===== src/rtl/conv3x3_seq_if.sv =====
// Bus between conv3x3_seq and its neighbours: upstream window handshake,
// column select / partial sum to the datapath, and the downstream result handshake.
interface conv3x3_seq_if #(
    parameter int SUM_W = 16,
    parameter int ACC_W = 18
);
    // Valid/ready: a transfer happens on a rising edge where valid & ready are both
    // high; valid never waits for ready, and the producer holds data while valid & !ready.
    logic             in_valid;
    logic             in_ready;
    logic             win_load;
    logic [1:0]       sel;
    logic [SUM_W-1:0] sum_in;
    logic             out_valid;
    logic             out_ready;
    logic [ACC_W-1:0] acc_out;
    logic [7:0]       pix_out;
    logic             sat;
    logic             busy;
    logic [2:0]       dbg_state;

    modport master (
        output in_valid, sum_in, out_ready,
        input  in_ready, win_load, sel, out_valid, acc_out, pix_out, sat, busy, dbg_state
    );

    modport slave (
        input  in_valid, sum_in, out_ready,
        output in_ready, win_load, sel, out_valid, acc_out, pix_out, sat, busy, dbg_state
    );
endinterface


===== src/rtl/conv3x3_seq.sv =====
// Steps the 3x3 datapath through columns 0..2, sums the three partial sums,
// then shifts and saturates the total to an 8-bit pixel.
module conv3x3_seq #(
    parameter int SUM_W = 16,
    parameter int ACC_W = 18,
    parameter int SHIFT = 8
) (
    input  logic              clk,
    input  logic              rst,
    conv3x3_seq_if.slave      bus
);

    typedef enum logic [2:0] {
        S_IDLE = 3'd0,
        S_MAC0 = 3'd1,
        S_MAC1 = 3'd2,
        S_MAC2 = 3'd3,
        S_DONE = 3'd4
    } state_t;

    state_t           r_state;
    state_t           w_next_state;
    logic [ACC_W-1:0] r_acc;
    logic             r_out_valid;
    logic [ACC_W-1:0] r_acc_out;
    logic [7:0]       r_pix;
    logic             r_sat;

    logic             w_in_ready;
    logic             w_win_load;
    logic [1:0]       w_sel;
    logic             w_busy;
    logic [ACC_W-1:0] w_sum_ext;
    logic [ACC_W-1:0] w_acc_sum;
    logic [ACC_W-1:0] w_shifted;
    logic             w_over;

    // ACC_W >= SUM_W+2 keeps three partial sums from wrapping.
    assign w_sum_ext = {{(ACC_W-SUM_W){1'b0}}, bus.sum_in};
    assign w_acc_sum = r_acc + w_sum_ext;
    assign w_shifted = w_acc_sum >> SHIFT;
    assign w_over    = (w_shifted > ACC_W'(255));

    always_ff @(posedge clk or posedge rst) begin
        if (rst) begin
            r_state <= S_IDLE;
        end else begin
            r_state <= w_next_state;
        end
    end

    always_comb begin
        w_next_state = r_state;
        case (r_state)
            S_IDLE: if (w_win_load) w_next_state = S_MAC0;
            S_MAC0: w_next_state = S_MAC1;
            S_MAC1: w_next_state = S_MAC2;
            S_MAC2: w_next_state = S_DONE;
            S_DONE: begin
                if (w_win_load)         w_next_state = S_MAC0;
                else if (bus.out_ready) w_next_state = S_IDLE;
            end
            default: w_next_state = S_IDLE;
        endcase
    end

    always_comb begin
        w_in_ready = 1'b0;
        w_sel      = 2'd0;
        w_busy     = 1'b1;
        case (r_state)
            S_IDLE: begin
                w_in_ready = 1'b1;
                w_busy     = 1'b0;
            end
            S_MAC0: w_sel = 2'd0;
            S_MAC1: w_sel = 2'd1;
            S_MAC2: w_sel = 2'd2;
            S_DONE: w_in_ready = bus.out_ready;
            default: w_busy = 1'b0;
        endcase
        w_win_load = bus.in_valid & w_in_ready;
    end

    always_ff @(posedge clk or posedge rst) begin
        if (rst) begin
            r_acc       <= '0;
            r_out_valid <= 1'b0;
            r_acc_out   <= '0;
            r_pix       <= '0;
            r_sat       <= 1'b0;
        end else begin
            case (r_state)
                S_IDLE: begin
                    if (w_win_load) r_acc <= '0;
                end
                S_MAC0: r_acc <= w_sum_ext;
                S_MAC1: r_acc <= w_acc_sum;
                S_MAC2: begin
                    r_acc       <= w_acc_sum;
                    r_out_valid <= 1'b1;
                    r_acc_out   <= w_acc_sum;
                    r_pix       <= w_over ? 8'hFF : w_shifted[7:0];
                    r_sat       <= w_over;
                end
                S_DONE: begin
                    // Result fields stay put until overwritten by the next MAC2.
                    if (bus.out_ready) r_out_valid <= 1'b0;
                    if (w_win_load)    r_acc       <= '0;
                end
                default: ;
            endcase
        end
    end

    assign bus.in_ready  = w_in_ready;
    assign bus.win_load  = w_win_load;
    assign bus.sel       = w_sel;
    assign bus.busy      = w_busy;
    assign bus.out_valid = r_out_valid;
    assign bus.acc_out   = r_acc_out;
    assign bus.pix_out   = r_pix;
    assign bus.sat       = r_sat;
    assign bus.dbg_state = r_state;

endmodule


===== src/flat_wrapper.sv =====
// flat-port wrapper written by rule: the top's interface ports become plain ports
module conv3x3_seq_flat 
#(
    parameter int SUM_W = 16,
    parameter int ACC_W = 18,
    parameter int SHIFT = 8
)
  (clk, rst, bus_in_valid, bus_sum_in, bus_out_ready, bus_in_ready, bus_win_load, bus_sel, bus_out_valid, bus_acc_out, bus_pix_out, bus_sat, bus_busy, bus_dbg_state);
  conv3x3_seq_if #(.SUM_W(SUM_W), .ACC_W(ACC_W)) bus_i ();
  input  logic clk;
  input  logic rst;
  input wire logic [$bits(bus_i.in_valid)-1:0] bus_in_valid;
  input wire logic [$bits(bus_i.sum_in)-1:0] bus_sum_in;
  input wire logic [$bits(bus_i.out_ready)-1:0] bus_out_ready;
  output wire logic [$bits(bus_i.in_ready)-1:0] bus_in_ready;
  output wire logic [$bits(bus_i.win_load)-1:0] bus_win_load;
  output wire logic [$bits(bus_i.sel)-1:0] bus_sel;
  output wire logic [$bits(bus_i.out_valid)-1:0] bus_out_valid;
  output wire logic [$bits(bus_i.acc_out)-1:0] bus_acc_out;
  output wire logic [$bits(bus_i.pix_out)-1:0] bus_pix_out;
  output wire logic [$bits(bus_i.sat)-1:0] bus_sat;
  output wire logic [$bits(bus_i.busy)-1:0] bus_busy;
  output wire logic [$bits(bus_i.dbg_state)-1:0] bus_dbg_state;
  assign bus_i.in_valid = bus_in_valid;
  assign bus_i.sum_in = bus_sum_in;
  assign bus_i.out_ready = bus_out_ready;
  assign bus_in_ready = bus_i.in_ready;
  assign bus_win_load = bus_i.win_load;
  assign bus_sel = bus_i.sel;
  assign bus_out_valid = bus_i.out_valid;
  assign bus_acc_out = bus_i.acc_out;
  assign bus_pix_out = bus_i.pix_out;
  assign bus_sat = bus_i.sat;
  assign bus_busy = bus_i.busy;
  assign bus_dbg_state = bus_i.dbg_state;
  conv3x3_seq #(.SUM_W(SUM_W), .ACC_W(ACC_W), .SHIFT(SHIFT)) u_core (.clk(clk), .rst(rst), .bus(bus_i));
endmodule

===== config.mk =====
export PLATFORM = sky130hd
export DESIGN_NAME = conv3x3_seq_flat
export DESIGN_NICKNAME = d
export VERILOG_FILES = /design/src/rtl/conv3x3_seq_if.sv /design/src/rtl/conv3x3_seq.sv /design/src/flat_wrapper.sv
export SDC_FILE = /design/constraint.sdc
export NUM_CORES = 1
export LEC_CHECK = 0
export ABC_AREA = 1
export CAP_MARGIN = 20
export CORE_MARGIN = 2
export CORE_UTILIZATION = 28
export DETAILED_ROUTE_END_ITERATION = 8
export GPL_TIMING_DRIVEN = 0
export SETUP_SLACK_MARGIN = 0.15
export SKIP_LAST_GASP = 1
export SLEW_MARGIN = 20
export SYNTH_ARGS = -nofsm -noshare
export SYNTH_HDL_FRONTEND = slang
export SYNTH_SLANG_ARGS = --single-unit

===== constraint.sdc =====
create_clock -name clk -period 4.7 [get_ports clk]
set_input_delay 1.41 -clock clk [delete_from_list [all_inputs] [get_ports clk]]
set_output_delay 1.41 -clock clk [all_outputs]
set_load 0.05 [all_outputs]

# Word-level counts from Yosys, hierarchy flattened

Cells that the tools add are included.

Bits in registers: 49
Bits of input ports: 20
Output and inout bits: 36
Word-level logic and storage cells: 38

Add/sub/neg operators: 1
Magnitude comparators: 1
Equal/unequal tests: 8
Mux-type cells: 12
Bitwise operators: 1
Reductions and logical operators: 9

Operators by type and width:

| cell                                                 | number |
|---|---|
| case mux 18 bit (3 select lines)                     | 1 |
| adder 18 x 16 -> 18 bit                              | 1 |
| two-way mux 18 bit                                   | 1 |
| case mux 3 bit (5 select lines)                      | 1 |
| > comparator 10 x 8 -> 1 bit (second input constant) | 1 |
| two-way mux 3 bit                                    | 3 |
| two-way mux 8 bit                                    | 1 |
| equality test 3 x 2 -> 1 bit (second input constant) | 2 |
| AND reduction 2 bit                                  | 3 |
| != test 2 bit (second input constant)                | 2 |
| case mux 1 bit (2 select lines)                      | 2 |
| case mux 2 bit (2 select lines)                      | 1 |
| OR reduction 2 bit                                   | 2 |
| OR reduction 4 bit                                   | 1 |
| equality test 3 x 1 -> 1 bit (second input constant) | 1 |
| equality test 3 bit (second input constant)          | 1 |
| zero test 3 bit                                      | 1 |
| != test 3 bit (second input constant)                | 1 |
| nonzero test 3 bit                                   | 1 |
| two-way mux 1 bit                                    | 2 |
| != test 2 x 1 -> 1 bit (second input constant)       | 1 |
| nonzero test 2 bit                                   | 1 |
| bitwise AND 1 bit                                    | 1 |

# Longest topological paths before layout

Gate-level depths: netlist of the first run.

Depth after elaboration: 5
Depth in mapped cells: 14
Mapped depth without buffers: 14

# Least setup slack after synthesis of the first run

No wires, ideal clock.

Kind: input -> output
Start point: input port bus_out_ready
End point: output port bus_win_load
Arrival time: 2.499 ns
Data required time: 3.290 ns
Path slack: 0.791 ns
Stages: 4
Cells stage by stage: inv_1 a21oi_2 nand2_2 inv_1

Word-level cells in the longest chain between the ends: 2

Ends and longest elaborated chain:

| item                            | RTL line           | text |
|---|---|---|
| start: declaration              | flat_wrapper.sv:14 | `input wire logic [$bits(bus_i.out_ready)-1:0] bus_out_ready;` |
| case mux 1 bit (2 select lines) | conv3x3_seq.sv:71  | `case (r_state)` |
| named net bus_in_ready          | flat_wrapper.sv:15 | `output wire logic [$bits(bus_i.in_ready)-1:0] bus_in_ready;` |
| bitwise AND 1 bit               | conv3x3_seq.sv:82  | `w_win_load = bus.in_valid & w_in_ready;` |
| end: declaration                | flat_wrapper.sv:16 | `output wire logic [$bits(bus_i.win_load)-1:0] bus_win_load;` |

The timed path passes the listed nets, and every way through them passes these cells.

# Worst setup path in the final report of the first run

Start point: input port bus_out_ready
End point: output port bus_in_ready

Word-level cells in the longest chain between the ends: 1

Ends and longest elaborated chain:

| item                            | RTL line |
|---|---|
| case mux 1 bit (2 select lines) | conv3x3_seq.sv:71 |
| end: declaration                | flat_wrapper.sv:15 |

Every way passes these cells.

==> flow_summary.yaml, run 1 <==
run_status:
  run_status: "completed"
floorplanning:
  fp.dieArea_sq_um: 12400
  die_w_um: 111
  rows: 39
  die-height_um: 111
  core-area_sq_um: 11300
  initial_core_util_pct: 28.5
  boundaryPins: 56
grt:
  grt_max_degree: 26
  grt-ovfl-total: 0
  antenna_found_initial: 0
  gr-usage-all-layers_pct: 14.5
  grt_pass1_vias: 2956
  grt_first_pass_wirelength_um: 14700
timing:
  finalHoldViolations: 0
  fin_crit_ps: 4370
  fin_skew_ps: 4.96
  fin_setup_tns_ps: 0
  maxSlewHeadroom_pct: 59.7
  fin_crit_sh_pct: 93.0
  timing.fmax_ghz: 0.229
  maxSlewViolCount: 0
  tightest_slew_ps: 604
  fin_ws_ps: 328
  finalSetupViolations: 0
  rsz0062_at_grt: "no"
synth:
  seq_area_frac_synth_pct: 38.0
  yosys.area.top_type: "dfrtp_1"
  yosysUniqueCellTypes: 33
  ys_async_sr_fraction_pct: 100
  synth_ff_type: "dfrtp_1"
  synth.most_common_cell: "nand2_1"
  synthCells: 445
  synth_edf_count: 0
  yosys-top-cells-area: "dfrtp_1, nand2_1, ha_1"
  syn_nets: 482
  ys_warn_count: 0
  syn_avg_cell_area_sq_um: 7.25
  yosysTopAreaCellShare_pct: 38.0
  netlist_area_sq_um: 3230
  synth.top_cells.by_count: "nand2_1, inv_1, dfrtp_1, nand3_1, nand2_2"
  yosys_register_bits: 49
placement:
  portBuffers: 55
  dp_hpwl_um: 6710
  dp.cells: 644
  place_ws_ps: 189
  gp_congestion: 0.857
  dpl-instance-area_sq_um: 3980
final_layout:
  fin_nets: 545
  stdcell_area_sq_um: 4120
  drive_above_1_share_pct: 12.0
  n_fill_cell: 1207
  synthToLayoutAreaGrowth_pct: 27.6
  fin_cells: 651
  antenna_cells: 0
setup_path:
  cp.arrival_ps: 2960
  crit_required_ps: 3290
  start_kind: "input port"
  criticalPathCategory: "in2out"
  end_kind: "primary output"
  worstPathMaxFanout: 3
cts:
  h-tree-depth: 2
  cts_setup_buffers: 0
  cts_sinks: 49
  clk-insertion-delay-late_ps: 290
  cts_buffer_depth: 2
  cts_inserted_buffers: 5
  cts-root-buf: "clkbuf_16"
  cts.clk_slew.worst_paths_ps: 70
  cts_tree: "yes"
detailed_routing:
  vias: 2978
  via_per_inst: 4.57
  drt_wl_total_um: 8630
  detail_route.wl_per_cell_um: 13.3
  drt_iter0_markers: 161
  post-route-drc-count: 0
  drtPass1Iterations: 4
  ant_nets: 0
job:
  drv_cap: 0
hold_path:
  hold_path_class: "reg2reg"
-- flip-flops by register name (all words and copies together) (netlist names) --
| register | count |
|---|---|
| u_core.bus.sat | 1 |
| u_core.r_acc | 18 |
| u_core.bus.dbg_state | 3 |
| u_core.bus.out_valid | 1 |
| u_core.bus.pix_out | 8 |
| u_core.bus.acc_out | 18 |
-- cell families after synthesis --
group	after synthesis	synth area share, %
adders and majority gates	17	6.82
buffers and inverters	65	8.33
and+or+nand+nor	273	38.8
DFF	49	38.0
AOI/OAI and AO/OA	34	6.20
xor gates and xnor gates	7	1.90
-- final cells by class --
class                   instances  area [sq um]  area share, %
clock buffers                   6           129           3.13
repair buffers                 56           573           13.9
multi-input cells             331          1730           42.1
flip-flops and latches         49          1230           29.8
plain buffers                   9          58.8           1.43
well taps                     143           179           4.35
inverters                      56           210           5.10
clock inverters                 1          8.76          0.213
-- worst paths after layout --
path / startpoint / to / slack (ps) / cells past startpoint
min in group asynchronous: rst / u_core.bus.pix_out[3] / 1480 / 2
min reg2reg: u_core.bus.acc_out[1] / u_core.bus.acc_out[1] / 480 / 2
min: u_core.bus.acc_out[1] / u_core.bus.acc_out[1] / 480 / 2
max in group asynchronous: rst / u_core.r_acc[5] / 2670 / 3
max: bus_out_ready / bus_in_ready / 330 / 4
max reg2reg: u_core.r_acc[0] / u_core.bus.pix_out[6] / 2590 / 12
-- per-stage QoR --
stage | hold slack (ps) | utilization [%]
finish | 483 | 36.4
global route | 503 | 36.4
CTS | 491 | 36.4
detailed placement | 463 | 35.1
global placement | 467 | 35.0
floorplan | 453 | -
-- metal layers --
layer / track usage, % / part of all wire (%) / vias up / routed length [um]
li1: - / - / 1526 / -
met1: 20.0 / 48 / 1378 / 4180
met2: 24.1 / 47 / 62 / 4030
met3: 2.29 / 3.4 / 12 / 294
met4: 3.46 / 1.4 / 0 / 121
met5: 0 / 0 / - / 0
-- what timing repair did --
item	in CTS	in global routing
setup endpoints to repair	0	1
resized for setup	0	1
hold buffers	0	0
-- placed cells by master, fill, tap and decap left out, types with 7 or more instances in the layout --
| master | instances |
|---|---|
| clkdlybuf4s50_1 | 54 |
| ha_1 | 16 |
| a21oi_1 | 10 |
| o21ai_0 | 9 |
| nor2_1 | 19 |
| a31oi_1 | 8 |
| inv_1 | 49 |
| inv_2 | 7 |
| nand3_1 | 33 |
| nand2_1 | 175 |
| nand2_2 | 23 |
| dfrtp_1 | 49 |
-- worst max-delay path, cell delays in order --
cell and delay (ps):
clkdlybuf4s50_1 490, inv_1 70, a21oi_2 170, clkdlybuf4s50_1 820
Power of run 1 is left out: the tool's default activity adds up to more than one toggle a clock period on the data nets, which glitch-free logic cannot reach.
==> inputs of run 2 (changes only) <==
Settings changed: CAP_MARGIN 20 to 25.
==> results of run 2 <==
No change in the layout: final DEF, timing and power equal those of run 1.
Power of run 2 is left out for the same reason.
